**src/rtl/alu_mc.sv**
```systemverilog
// alu_mc: multi-cycle picoMIPS ALU with valid/ready handshakes on issue and writeback.
// ADD/SUB/NOP finish in one cycle. Signed fixed-point MUL runs one partial product per cycle.
// Optional build macro: ALU_SAT_EN. When defined, an overflowing result saturates to the
// most positive or most negative value. When undefined, results wrap around.
// Function codes normally come from alucodes.sv. The fallbacks below apply only when it is absent.

`ifndef RNOP
`define RNOP 3'b000
`endif
`ifndef RADD
`define RADD 3'b010
`endif
`ifndef RSUB
`define RSUB 3'b011
`endif
`ifndef RMUL
`define RMUL 3'b100
`endif

module alu_mc #(
    parameter int N    = 8,
    parameter int FRAC = N - 1
) (
    input  logic         clk,
    input  logic         reset,
    input  logic         in_valid,
    output logic         in_ready,
    input  logic [N-1:0] in1,
    input  logic [N-1:0] in2,
    input  logic [2:0]   alu_func,
    output logic         out_valid,
    input  logic         out_ready,
    output logic [N-1:0] out,
    output logic [3:0]   flags
);

    localparam int CW = $clog2(N) + 1;

    typedef enum logic [1:0] {
        IDLE,
        BUSY,
        DONE
    } state_t;

    state_t state, state_next;

    logic           accept;
    logic           is_mul;
    logic           last_iter;

    // Iterative multiplier state.
    logic [CW-1:0]  cnt;
    logic [2*N-1:0] acc;
    logic [2*N-1:0] mcand;
    logic [N-1:0]   mplier;
    logic [2*N-1:0] pp;
    logic [2*N-1:0] acc_next;
    logic [2*N-1:0] p_sh;

    // Single-cycle path.
    logic [N:0]     sum;
    logic [N:0]     dif;
    logic [N-1:0]   fast_res;
    logic           fast_v;
    logic           fast_c;

    // Multiply result extraction.
    logic [N-1:0]   mul_res;
    logic [N:0]     mul_hi;
    logic           mul_v;

    // Final result, selected from whichever path is completing.
    logic [N-1:0]   res_raw;
    logic [N-1:0]   res;
    logic           res_v;
    logic           res_c;
    logic [3:0]     res_flags;

`ifdef ALU_SAT_EN
    logic           fast_neg;
    logic           mul_neg;
    logic           res_neg;
`endif

    assign accept    = in_valid & in_ready;
    assign is_mul    = (alu_func == `RMUL);
    assign last_iter = (cnt == CW'(1));

    // State register.
    always_ff @(posedge clk) begin
        if (reset) begin
            state <= IDLE;
        end else begin
            state <= state_next;
        end
    end

    // Next-state logic. DONE accepts the next operation in the same cycle that its result is consumed.
    always_comb begin
        state_next = state;
        case (state)
            IDLE: begin
                if (accept) begin
                    state_next = is_mul ? BUSY : DONE;
                end
            end
            BUSY: begin
                if (last_iter) begin
                    state_next = DONE;
                end
            end
            DONE: begin
                if (out_ready) begin
                    if (in_valid) begin
                        state_next = is_mul ? BUSY : DONE;
                    end else begin
                        state_next = IDLE;
                    end
                end
            end
            default: state_next = IDLE;
        endcase
    end

    // Handshake outputs.
    always_comb begin
        in_ready  = !reset && ((state == IDLE) || ((state == DONE) && out_ready));
        out_valid = (state == DONE);
    end

    // Single-cycle ADD/SUB/NOP evaluated directly on the presented operands.
    always_comb begin
        sum      = {1'b0, in1} + {1'b0, in2};
        dif      = {1'b0, in1} - {1'b0, in2};
        fast_res = in1;
        fast_v   = 1'b0;
        fast_c   = 1'b0;
        case (alu_func)
            `RADD: begin
                fast_res = sum[N-1:0];
                fast_c   = sum[N];
                fast_v   = (in1[N-1] == in2[N-1]) && (sum[N-1] != in1[N-1]);
            end
            `RSUB: begin
                fast_res = dif[N-1:0];
                fast_c   = dif[N];
                fast_v   = (in1[N-1] != in2[N-1]) && (dif[N-1] != in1[N-1]);
            end
            default: begin
                fast_res = in1;
            end
        endcase
`ifdef ALU_SAT_EN
        fast_neg = in1[N-1];
`endif
    end

    // One signed shift-add step. The multiplier sign bit has negative weight, so the last step subtracts.
    always_comb begin
        pp       = mplier[0] ? mcand : '0;
        acc_next = last_iter ? (acc - pp) : (acc + pp);
        p_sh     = $signed(acc_next) >>> FRAC;
        mul_res  = p_sh[N-1:0];
        mul_hi   = p_sh[2*N-1:N-1];
        mul_v    = (mul_hi != '0) && (mul_hi != '1);
`ifdef ALU_SAT_EN
        mul_neg  = acc_next[2*N-1];
`endif
    end

    // Select the completing path, saturate if enabled, and derive the flags from the final value.
    always_comb begin
        if (state == BUSY) begin
            res_raw = mul_res;
            res_v   = mul_v;
            res_c   = 1'b0;
        end else begin
            res_raw = fast_res;
            res_v   = fast_v;
            res_c   = fast_c;
        end
        res = res_raw;
`ifdef ALU_SAT_EN
        res_neg = (state == BUSY) ? mul_neg : fast_neg;
        if (res_v) begin
            res = res_neg ? {1'b1, {(N-1){1'b0}}} : {1'b0, {(N-1){1'b1}}};
        end
`endif
        res_flags = {res[N-1], ~|res, res_c, res_v};
    end

    // Datapath registers: operand capture at accept, multiply iterations, result writeback.
    always_ff @(posedge clk) begin
        if (reset) begin
            out    <= '0;
            flags  <= '0;
            acc    <= '0;
            mcand  <= '0;
            mplier <= '0;
            cnt    <= '0;
        end else if (accept) begin
            if (is_mul) begin
                acc    <= '0;
                mcand  <= {{N{in1[N-1]}}, in1};
                mplier <= in2;
                cnt    <= CW'(N);
            end else begin
                out   <= res;
                flags <= res_flags;
            end
        end else if (state == BUSY) begin
            acc    <= acc_next;
            mcand  <= mcand << 1;
            mplier <= mplier >> 1;
            cnt    <= cnt - CW'(1);
            if (last_iter) begin
                out   <= res;
                flags <= res_flags;
            end
        end
    end

endmodule

```
**config.mk**
```make
export PLATFORM = sky130hd
export DESIGN_NAME = alu_mc
export DESIGN_NICKNAME = d
export VERILOG_FILES = /design/src/rtl/alu_mc.sv
export SDC_FILE = /design/constraint.sdc
export NUM_CORES = 1
export LEC_CHECK = 0
export CAP_MARGIN = 20
export CORE_ASPECT_RATIO = 2
export CORE_MARGIN = 4
export CORE_UTILIZATION = 55
export CTS_CLUSTER_DIAMETER = 40
export DETAILED_ROUTE_END_ITERATION = 8
export PLACE_DENSITY = 0.76
export SYNTH_ARGS = -nofsm -noshare
export SYNTH_HDL_FRONTEND = slang
export SYNTH_SLANG_ARGS = --single-unit
```
**constraint.sdc**
```tcl
create_clock -name clk -period 8.1 [get_ports clk]
set_input_delay 1.215 -clock clk [delete_from_list [all_inputs] [get_ports clk]]
set_output_delay 1.215 -clock clk [all_outputs]
set_load 0.02 [all_outputs]
```
==> results.md, run 1 <==
- Initial Utilization: 0.571
- Slew Limit Headroom: 0.319
- Status: finished clean
- Die area: about 9500 µm²
- Share of layout cells above drive strength 1: 0.0548
- Clock Tree Buf Depth: 2
- Complex-gate fraction of the synthesized area: 0.261
- Ys Warns: 0
- Die W: 71.0 µm
- Clock transition at path regs: about 0.050 ns
- Die H: 134 µm
- Synthesized area: roughly 4400 µm²
- Syn nets: ~640
- First DRT Iteration DRCs: 321
- Post-CTS setup repair buffer count: 0
- DRC: 0
- Seq cells post-synth: between 50 and 60
- Top FF cell, synth: dfxtp_1
- Largest cells by area after synthesis: dfxtp_1 26%, ha_1 9.7%, nand2_1 7.7%, nor2_1 5.9%, a21oi_1 5.4%
- Fmax: 0.221 GHz
- Largest family of logic cells by synthesized area: compound AO/OA/AOI/OAI gates
- # H-tree levels: 3
- Post-synth EDFFs: 0
- I/O pin total: 37
- Hold_buf cts: 0
- Power Density: between 150 and 200 nW/µm²
- Critical Path Start Type: register
- Vias: 4335
- Mux share of post-synthesis cell area: 0.0115
- Post-Synth Simple-Gate Area: 0.234
- Setup TNS: 0 ns
- Num CTS Buffers: 9
- Worst EP arrival: 4.79 ns
- Final Setup Violations: 0
- Xor/xnor cell area share of the yosys netlist: 0.0641
- # resized after CTS: 0
- Max-slew violations: 0
- Clock Tree Root: clkbuf_16
- Vias per inst: between 6 and 7
- First-pass GRT wire length: 20000 µm
- Total GRT Usage: 0.270
- Remaining Overflow, GRT: 0
- Fin crit period: 4.53 ns
- Initial antenna violation count: 0
- N_diodes: 0
- Synthesized area per cell: between 7 and 8 µm²
- Setup Crit Path Kind: reg -> reg
- Area added between synthesis and finish: 14.4%
- Dpl hpwl: around 9500 µm
- Final period utilization: 0.559
- Post-synth ARST share: 0
- TritonRoute pass-1 iters: 5
- Routed len/inst: 18.0 µm
- Row count: 45
- FILL cells: 705
- Distinct cells, synth: 63
- Worst Hold Class: reg -> reg
- Routed Antenna Nets: 0
- Placed cells: between 600 and 700
- Fin cells: 696
- Skew final: roughly 0.008 ns
- Cells after Synth: between 500 and 600
- WP data required: around 8.4 ns
- Core region area: about 7700 µm²
- Clock net sink count: 57
- Yosys top cell area share: 0.261
- MaxCap Viol Count: 0
- Port Buffers: 36
- Sequential fraction of the synthesis area: 0.261
- CTS tree: done
- RSZ-0062 raised after global routing: false
- CP Max Fanout: 23
- RePlAce Congestion: between 0.9 and 1
- Vias in the first global route: a little over 4000
- WL final: 12500 µm
- Final Hold Vio Count: 0
- Area share of fa/ha/maj cells after synthesis: 0.111
- Nets: 657
- Pin count of the biggest net entering global routing: 58
- Pleak: between 1.5 and 2 nW
- Crit. End Element: register
- Max VDD drop: around 0.00014 V
- Worst Tran Pin Value: 1.02 ns
- Clk Latency, worst-skew pair: 0.33 ns
- Area leader, netlist: dfxtp_1
==> final timing paths <==
path | from | endpoint | slack [ns] | depth (start not counted)
setup / recovery | mplier[0] | flags[2] | 3.57 | 15
setup reg to reg | mplier[0] | flags[2] | 3.57 | 15
hold reg to reg | flags[1] | flags[1] | 0.45 | 2
hold / removal | flags[1] | flags[1] | 0.45 | 2
==> kinds of logic (layout without fill, tap and decap cells) <==
| logic type | count (synthesis) | after routing |
|---|---|---|
| compound gates | 164 | 164 |
| xor+xnor | 32 | 32 |
| fa+ha+maj | 37 | 37 |
| buf+inv | 60 | 78 |
| flops | 57 | 57 |
| mux | 5 | 5 |
| simple gates | 229 | 229 |
==> worst max-delay path, stage by stage, from the launching register on <==
cell	delay (ns)
dfxtp_1	0.81
nand2_1	0.20
ha_1	0.31
nor2_1	0.18
nor2_1	0.06
a31oi_1	0.15
o21ai_0	0.11
ha_1	0.36
a21o_1	0.21
a221o_1	0.45
a2111oi_4	0.42
nor2_1	0.10
xnor2_1	0.27
a211oi_1	0.16
or4_1	0.53
o21ai_1	0.12
==> synthesized netlist by cell type (3+ instances only) <==
cell type and n:
nand2_1 90, nor2_1 69, dfxtp_1 57, a21oi_1 47, ha_1 34, clkbuf_1 27, inv_1 23, o21ai_0 18
nor3_1 17, xnor2_1 17, a311oi_1 16, nand3_1 15, xor2_1 15, a211oi_1 13, a31oi_1 10, o211ai_1 7
a22oi_1 6, o21a_1 6, buf_1 5, mux2i_1 5, nand2b_1 5, nor2b_1 5, o31ai_1 5, or3_1 5
or4_1 5, a21o_1 4, and2_1 4, o22ai_1 4, fa_1 3, nor4_1 3
==> power breakdown <==
part | internal, mW | switching, mW
combinational | 0.0810 | 0.113
clock | 0.245 | 0.135
sequential | 0.290 | 0.0111
==> area by class of cell <==
class | count | area [µm²] | area share
repair buffers | 39 | 378 | 0.0756
clock inverters | 5 | 55.1 | 0.0110
clock buffers | 11 | 243 | 0.0486
multi-input cells | 467 | 2980 | 0.596
inverters | 23 | 86.3 | 0.0173
flip-flops and latches | 57 | 1140 | 0.228
well taps | 94 | 118 | 0.0235
==> layer usage <==
metal | global-route usage | up-vias | part of all wire
li1 | - | 2116 | -
met4 | 0.230 | 0 | 0.082
met3 | 0.0420 | 59 | 0.036
met2 | 0.471 | 144 | 0.52
met1 | 0.272 | 2016 | 0.36
met5 | 0 | - | 0
==> flip-flops by register name, indices dropped and copies added (netlist names) <==
signal / flops
acc: 16
out: 8
mcand: 16
mplier: 8
cnt: 4
state: 2
flags: 3
==> layout by cell type (no fill, tap or decap), types with 6 or more instances in the layout <==
cell type and n:
clkbuf_16 9, a22oi_1 6, xor2_1 15, nor2_1 69
o21ai_0 18, o21a_1 6, a211oi_1 13, nand3_1 15
nand2_1 90, clkdlybuf4s50_1 35, xnor2_1 17, inv_1 23
a21oi_1 47, dfxtp_1 57, o211ai_1 7, ha_1 34
nor3_1 17, a31oi_1 10, a311oi_1 16
==> per-stage QoR <==
stage / instance area [µm²] / power (mW) / utilization / hold slack, ns / setup slack [ns]
after floorplan: 4370 / 0.440 / - / 0.441 / 4.04
after global placement: 4700 / 0.493 / 0.614 / 0.441 / 3.70
after detailed placement: 4700 / 0.497 / 0.614 / 0.448 / 3.65
after CTS: 5000 / 0.879 / 0.653 / 0.454 / 3.63
after global routing: 5000 / 0.910 / 0.653 / 0.473 / 3.28
final: 5000 / 0.875 / 0.653 / 0.450 / 3.57
Power figures use the tool's default switching activity.
==> inputs of run 2 (changes only) <==
Settings changed: CORE_UTILIZATION 55 to 53, PLACE_DENSITY 0.76 to 0.77.
Clock period 8.1 ns to 3.8 ns, I/O delays scaled along.
==> run 2 against run 1 <==
Clock power up 130%; clock skew shrank 0.0013 ns; register-to-register slack worse by 3.5 ns; worst setup slack worse by 3.5 ns; fmax is 23% higher; sequential share of layout area is 1.8 points lower; critical endpoint unchanged; routed wire length rose by 8.6%; global-route usage rose by 1.6 points; utilization up 2.9 points; critical path type unchanged.
==> results.md, run 2 (same netlist as run 1, synthesis figures left out) <==
- Top flop regs: acc x16, mcand x16 (unchanged)
- Slew Limit Headroom: 0.485 (was 0.319)
- Share of layout cells above drive strength 1: 0.156 (was 0.0548)
- Power Density: 363 nW/µm² (was 175 nW/µm²)
- Commonest non-fill, non-tap cell in the layout: nand2_1 (unchanged)
- Most frequent cells in the layout: 87 x nand2_1, 66 x nor2_1, 53 x dfxtp_1, 46 x a21oi_1, 43 x buf_4 (was 90 x nand2_1, 69 x nor2_1, 57 x dfxtp_1, 47 x a21oi_1, 35 x clkdlybuf4s50_1)
- CTS tree: done (unchanged)
- Nets: 697 (was 657)
- Die area: 9850 µm² (was 9520 µm²)
- Hold_buf cts: 0 (unchanged)
- Vias per inst: 6.10 (was 6.23)
- Worst Tran Pin Value: 0.753 ns (was 1.02 ns)
- Vias: 4500 (was 4335)
- FILL cells: 683 (was 705)
- Clock Tree Root: clkbuf_16 (unchanged)
- Routed Antenna Nets: 0 (unchanged)
- Clock net sink count: 57 (unchanged)
- Critical-path top delay cell: or4_4 (was dfxtp_1)
- Routed len/inst: 18.5 µm (was 18.0 µm)
- Num CTS Buffers: 9 (unchanged)
- Post-layout worst setup margin: 0.113 ns (was 3.57 ns)
- TritonRoute pass-1 iters: 5 (unchanged)
- Area added between synthesis and finish: 24.9% (was 14.4%)
- Port Buffers: 36 (unchanged)
- Skew final: 0.00648 ns (was 0.00782 ns)
- Fin crit period: 3.69 ns (was 4.53 ns)
- Clock transition at path regs: 0.05 ns (about the same)
- Final period utilization: 0.970 (was 0.559)
- WL final: 13600 µm (was 12500 µm)
- DRC: 0 (unchanged)
- RSZ-0062 raised after global routing: true (was false)
- Fin cells: 738 (was 696)
- I/O pin total: 37 (unchanged)
- First-pass GRT wire length: 21700 µm (was 20000 µm)
- Setup Crit Path Kind: reg -> reg (unchanged)
- Cell area after layout: 5460 µm² (was 5000 µm²)
- Initial Utilization: 0.546 (was 0.571)
- Clock Tree Buf Depth: 2 (unchanged)
- Crit-path max cell delay: 0.58 ns (was 0.81 ns)
- Remaining Overflow, GRT: 0 (unchanged)
- First DRT Iteration DRCs: 300 (was 321)
- Status: finished clean (unchanged)
- Die H: 136 µm (was 134 µm)
- Worst Hold Class: reg -> reg (unchanged)
- CP delay by family, top: simple AND/OR/NAND/NOR gates (was compound AO/OA/AOI/OAI gates)
- Pleak: 2.12 nW (was 1.88 nW)
- Fmax: 0.271 GHz (was 0.221 GHz)
- CP bufs+invs: 0 (unchanged)
- Total GRT Usage: 0.286 (was 0.270)
- N_diodes: 0 (unchanged)
- Dpl hpwl: 10300 µm (was 9550 µm)
- Max VDD drop: 0.000237 V (was 0.000136 V)
- Row count: 46 (was 45)
- Cell area after placement: 4960 µm² (was 4700 µm²)
- Crit. End Element: register (unchanged)
- MaxCap Viol Count: 0 (unchanged)
- RePlAce Congestion: 0.934 (was 0.962)
- Core region area: 8000 µm² (was 7660 µm²)
- Setup WS pre-CTS: -0.0316 ns (was 3.65 ns)
- Final Hold Vio Count: 0 (unchanged)
- Placed cells: 717 (was 680)
- Critical Path Start Type: register (unchanged)
- WP data required: 4.07 ns (was 8.36 ns)
- Worst EP arrival: 3.95 ns (was 4.79 ns)
- CP Max Fanout: 4 (was 23)
- Cells along the critical path: or4_4 > or2_2 > o21ai_2 > xnor2_1 > nand2_1 > ha_4 > nand3_1 > o211ai_1 > a2111oi_4 > nor2_2 > xnor2_2 > a211oi_2 > or4_1 > o21ai_1 (was nand2_1 > ha_1 > nor2_1 > nor2_1 > a31oi_1 > o21ai_0 > ha_1 > a21o_1 > a221o_1 > a2111oi_4 > nor2_1 > xnor2_1 > a211oi_1 > or4_1 > o21ai_1)
- Vias in the first global route: 4532 (was 4149)
- Pin count of the biggest net entering global routing: 56 (was 58)
- Clk Latency, worst-skew pair: 0.33 ns (about the same)
- Final Setup Violations: 0 (unchanged)
- Initial antenna violation count: 0 (unchanged)
- Max-slew violations: 0 (unchanged)
- Fin util: 0.682 (was 0.653)
- # H-tree levels: 3 (unchanged)
- Die W: 72.2 µm (was 71.0 µm)
run 2: where the power goes:
group          switching (mW)  total [mW]  internal [mW]  leakage [nW]
combinational           0.264       0.475          0.211          1.51
clock                   0.293       0.866          0.573         0.146
sequential             0.0195       0.638          0.618         0.464
run 2: area by class of cell:
type,count,area [µm²],area share
Clock inverter,5,80.1,0.0147
Tap cell,96,120,0.0220
Sequential cell,57,1150,0.211
Timing Repair Buffer,79,678,0.124
Inverter,23,86.3,0.0158
Multi-Input combinational cell,467,3110,0.570
Clock buffer,11,233,0.0427
run 2: final timing paths:
path,start,to,slack [ns],cells past startpoint
max,mcand[4],flags[2],0.11,14
min,flags[1],flags[1],0.45,2
max reg2reg,mcand[4],flags[2],0.11,14
min reg2reg,flags[1],flags[1],0.45,2
run 2: what timing repair did:
action | 4_1_cts | 5_1_grt
gates cloned | 0 | 0
pin swaps | 3 | 18
gates resized for setup | 4 | 34
setup endpoints to repair | 1 | 4
setup buffers | 2 | 3
run 2: worst min-delay path: cells and delay by family, from the launching register on:
kind               cells  cell delay (ns)
and+or+nand+nor        1             0.05
AOI/OAI and AO/OA      1             0.05
DFF                    1             0.30
run 2: metrics by stage:
step	power [mW]	setup TNS, ns	hold WS [ns]
finish	1.98	0	0.451
global route	2.04	-0.0443	0.471
CTS	1.95	0	0.452
detailed placement	1.09	-0.0316	0.445
global placement	1.08	0	0.441
floorplan	0.938	0	0.441
run 2: per-layer routing:
| metal | track usage | up-vias | share of wire |
|---|---|---|---|
| li1 | - | 2187 | - |
| met1 | 0.277 | 2120 | 0.36 |
| met2 | 0.546 | 139 | 0.55 |
| met3 | 0.0415 | 54 | 0.038 |
| met4 | 0.171 | 0 | 0.053 |
| met5 | 0 | - | 0 |
==> inputs of run 3 (changes only) <==
Settings changed: SLEW_MARGIN from default to 20, TNS_END_PERCENT from default to 10.
Clock period 3.8 ns to 3.25 ns, I/O delays scaled along.
==> run 3 against run 2 <==
The run now ends with negative setup slack left; final area up 11%; utilization up 7.6 points; combinational power grew 40%; clock skew is 0.0019 ns higher; die area is the same; final cell count increased by 8.1%; non-clock buffer count is 60 higher; count of clock-buffer cells in the layout rose by 1; largest cell class unchanged.
==> results.md, run 3 (same netlist as run 1, synthesis figures left out) <==
- Status: finished with violations (was finished clean)
- Failing checks: negative setup slack
- Dpl hpwl: 11000 µm (was 10300 µm)
- Final Setup Violations: 12 (was 0)
- Slew Limit Headroom: 0.482 (was 0.485)
- WL final: 14700 µm (was 13600 µm)
- NetSw: 0.700 mW (was 0.577 mW)
- Commonest non-fill, non-tap cell in the layout: buf_4 (was nand2_1)
- Share of layout cells above drive strength 1: 0.246 (was 0.156)
- Total length of routed met3 wires: 519 µm (was 512 µm)
- Clock transition at path regs: 0.05 ns (about the same)
- Cell area after placement: 5440 µm² (was 4960 µm²)
- Pleak: 2.46 nW (was 2.12 nW)
- Flop pwr share: 0.291 (was 0.322)
- Initial antenna violation count: 0 (unchanged)
- Most frequent cells in the layout: 103 x buf_4, 86 x nand2_1, 68 x nor2_1, 53 x dfxtp_1, 42 x a21oi_1 (was 87 x nand2_1, 66 x nor2_1, 53 x dfxtp_1, 46 x a21oi_1, 43 x buf_4)
- WP data required: 3.50 ns (was 4.07 ns)
- Die W: 72.2 µm (unchanged)
- Hold_buf cts: 0 (unchanged)
- Worst EP arrival: 3.90 ns (was 3.95 ns)
- Cell area after layout: 6060 µm² (was 5460 µm²)
- CP delay by family, top: simple AND/OR/NAND/NOR gates (unchanged)
- Fmax: 0.274 GHz (was 0.271 GHz)
- Post-layout worst setup margin: -0.394 ns (was 0.113 ns)
- RSZ-0062 raised after global routing: true (unchanged)
- Clock net sink count: 57 (unchanged)
- N_diodes: 0 (unchanged)
- Total GRT Usage: 0.305 (was 0.286)
- Top flop regs: acc x16, mcand x16 (unchanged)
- I/O pin total: 37 (unchanged)
- CP Max Fanout: 5 (was 4)
- Most common cell on crit path: o21ai_1
- Final Hold Vio Count: 0 (unchanged)
- Fin crit period: 3.64 ns (was 3.69 ns)
- Vias in the first global route: 4822 (was 4532)
- Met2 routed WL: 7990 µm (was 7560 µm)
- Skew final: 0.00834 ns (was 0.00648 ns)
- Internal Power: 1.85 mW (was 1.40 mW)
- Die area: 9850 µm² (unchanged)
- # H-tree levels: 3 (unchanged)
- Row count: 46 (unchanged)
- Nets: 757 (was 697)
- CTS tree: done (unchanged)
- Routed Antenna Nets: 0 (unchanged)
- First DRT Iteration DRCs: 304 (was 300)
- Power Total: 2.55 mW (was 1.98 mW)
- Crit-path max cell delay: 0.56 ns (was 0.58 ns)
- Power Density: 421 nW/µm² (was 363 nW/µm²)
- Clk Latency, worst-skew pair: 0.33 ns (about the same)
- CP bufs+invs: 1 (was 0)
- Setup WS pre-CTS: -0.538 ns (was -0.0316 ns)
- Combinational Power Share: 0.261 (was 0.240)
- Highest routed layer: met4 (unchanged)
- Max VDD drop: 0.000323 V (was 0.000237 V)
- Initial Utilization: 0.546 (unchanged)
- Num CTS Buffers: 9 (unchanged)
- Port Buffers: 36 (unchanged)
- Area added between synthesis and finish: 38.7% (was 24.9%)
- RePlAce Congestion: 0.902 (was 0.934)
- Critical-path top delay cell: or4_4 (unchanged)
- Remaining Overflow, GRT: 0 (unchanged)
- DRC: 0 (unchanged)
- Vias per inst: 6.06 (was 6.10)
- MaxCap Viol Count: 0 (unchanged)
- Worst Tran Pin Value: 0.774 ns (was 0.753 ns)
- Max-slew violations: 0 (unchanged)
- Final period utilization: 1.12 (was 0.970)
- Core region area: 8000 µm² (unchanged)
- Clock Tree Buf Depth: 2 (unchanged)
- Die H: 136 µm (unchanged)
- Vias: 4834 (was 4500)
- Cells along the critical path: or4_4 > nand2_2 > nand3_2 > nor3_2 > o21ai_1 > o21ai_1 > a22oi_1 > ha_1 > nand3_1 > o211ai_1 > buf_4 > o22ai_2 > o31ai_2 > a21oi_2 > xnor2_2 > or4_1 > o211ai_2 (was or4_4 > or2_2 > o21ai_2 > xnor2_1 > nand2_1 > ha_4 > nand3_1 > o211ai_1 > a2111oi_4 > nor2_2 > xnor2_2 > a211oi_2 > or4_1 > o21ai_1)
- Pin count of the biggest net entering global routing: 47 (was 56)
- Net Sw Frac: 0.275 (was 0.291)
- Setup Crit Path Kind: reg -> reg (unchanged)
- Clock power frac: 0.448 (was 0.437)
- Crit. End Element: register (unchanged)
- Routed len/inst: 18.5 µm (about the same)
- TritonRoute pass-1 iters: 5 (unchanged)
- Hold WS: 0.454 ns (was 0.451 ns)
- First-pass GRT wire length: 23100 µm (was 21700 µm)
- Clock Tree Root: clkbuf_16 (unchanged)
- Worst Hold Class: reg -> reg (unchanged)
- Met1 wire length: 4910 µm (was 4840 µm)
- Critical Path Start Type: register (unchanged)
run 3: per-stage QoR:
stage | std cells | utilization | TNS, ns
global route | 798 | 0.757 | -4.12
global placement | 773 | 0.680 | -1.53
CTS | 797 | 0.748 | -1.28
finish | 798 | 0.757 | -2.29
detailed placement | 773 | 0.680 | -2.29
floorplan | 584 | - | -0.571
run 3: power by group through the flow:
stage          clock [mW]  combinational (mW)  sequential, mW
6_report             1.14               0.665           0.743
5_1_grt              1.19               0.710           0.745
4_1_cts              1.15               0.634           0.742
3_5_place_dp            0               0.602           0.757
3_3_place_gp            0               0.591           0.756
2_1_floorplan           0               0.347           0.765
run 3: timing repair:
item                       in CTS  in global routing
pin swaps                      24                  5
setup buffers                   8                  1
setup endpoints to repair      10                 13
resized for setup              20                 15
run 3: final cells by class:
| class | instances | area [µm²] |
|---|---|---|
| Tap cell | 96 | 120 |
| Clock buffer | 12 | 267 |
| Fill cell | 598 | 1940 |
| Inverter | 23 | 86.3 |
| Multi-Input combinational cell | 467 | 3210 |
| Sequential cell | 57 | 1150 |
| Clock inverter | 4 | 97.6 |
| Timing Repair Buffer | 139 | 1130 |
run 3: final timing paths:
path / from / endpoint / slack (ns) / cells after the start
worst min-delay path: out[3] / out[3] / 0.45 / 2
worst max register to register: mcand[2] / flags[0] / -0.39 / 17
worst max-delay path: mcand[2] / flags[0] / -0.39 / 17
worst min register to register: out[3] / out[3] / 0.45 / 2
run 3: worst reg2reg max path: cells and delay by family, from the launching register on:
kind                       cells  cell delay, ns
AOI/OAI and AO/OA              8            1.03
xor gates and xnor gates       1            0.15
adders and majority gates      1            0.38
buffers and inverters          1            0.15
DFF                            1            0.31
and+or+nand+nor                6            1.54
run 3: metal layers:
layer / global-route usage / vias up
met1: 0.274 / 2262
met5: 0 / -
li1: - / 2311
met4: 0.246 / 0
met2: 0.572 / 184
met3: 0.0489 / 77
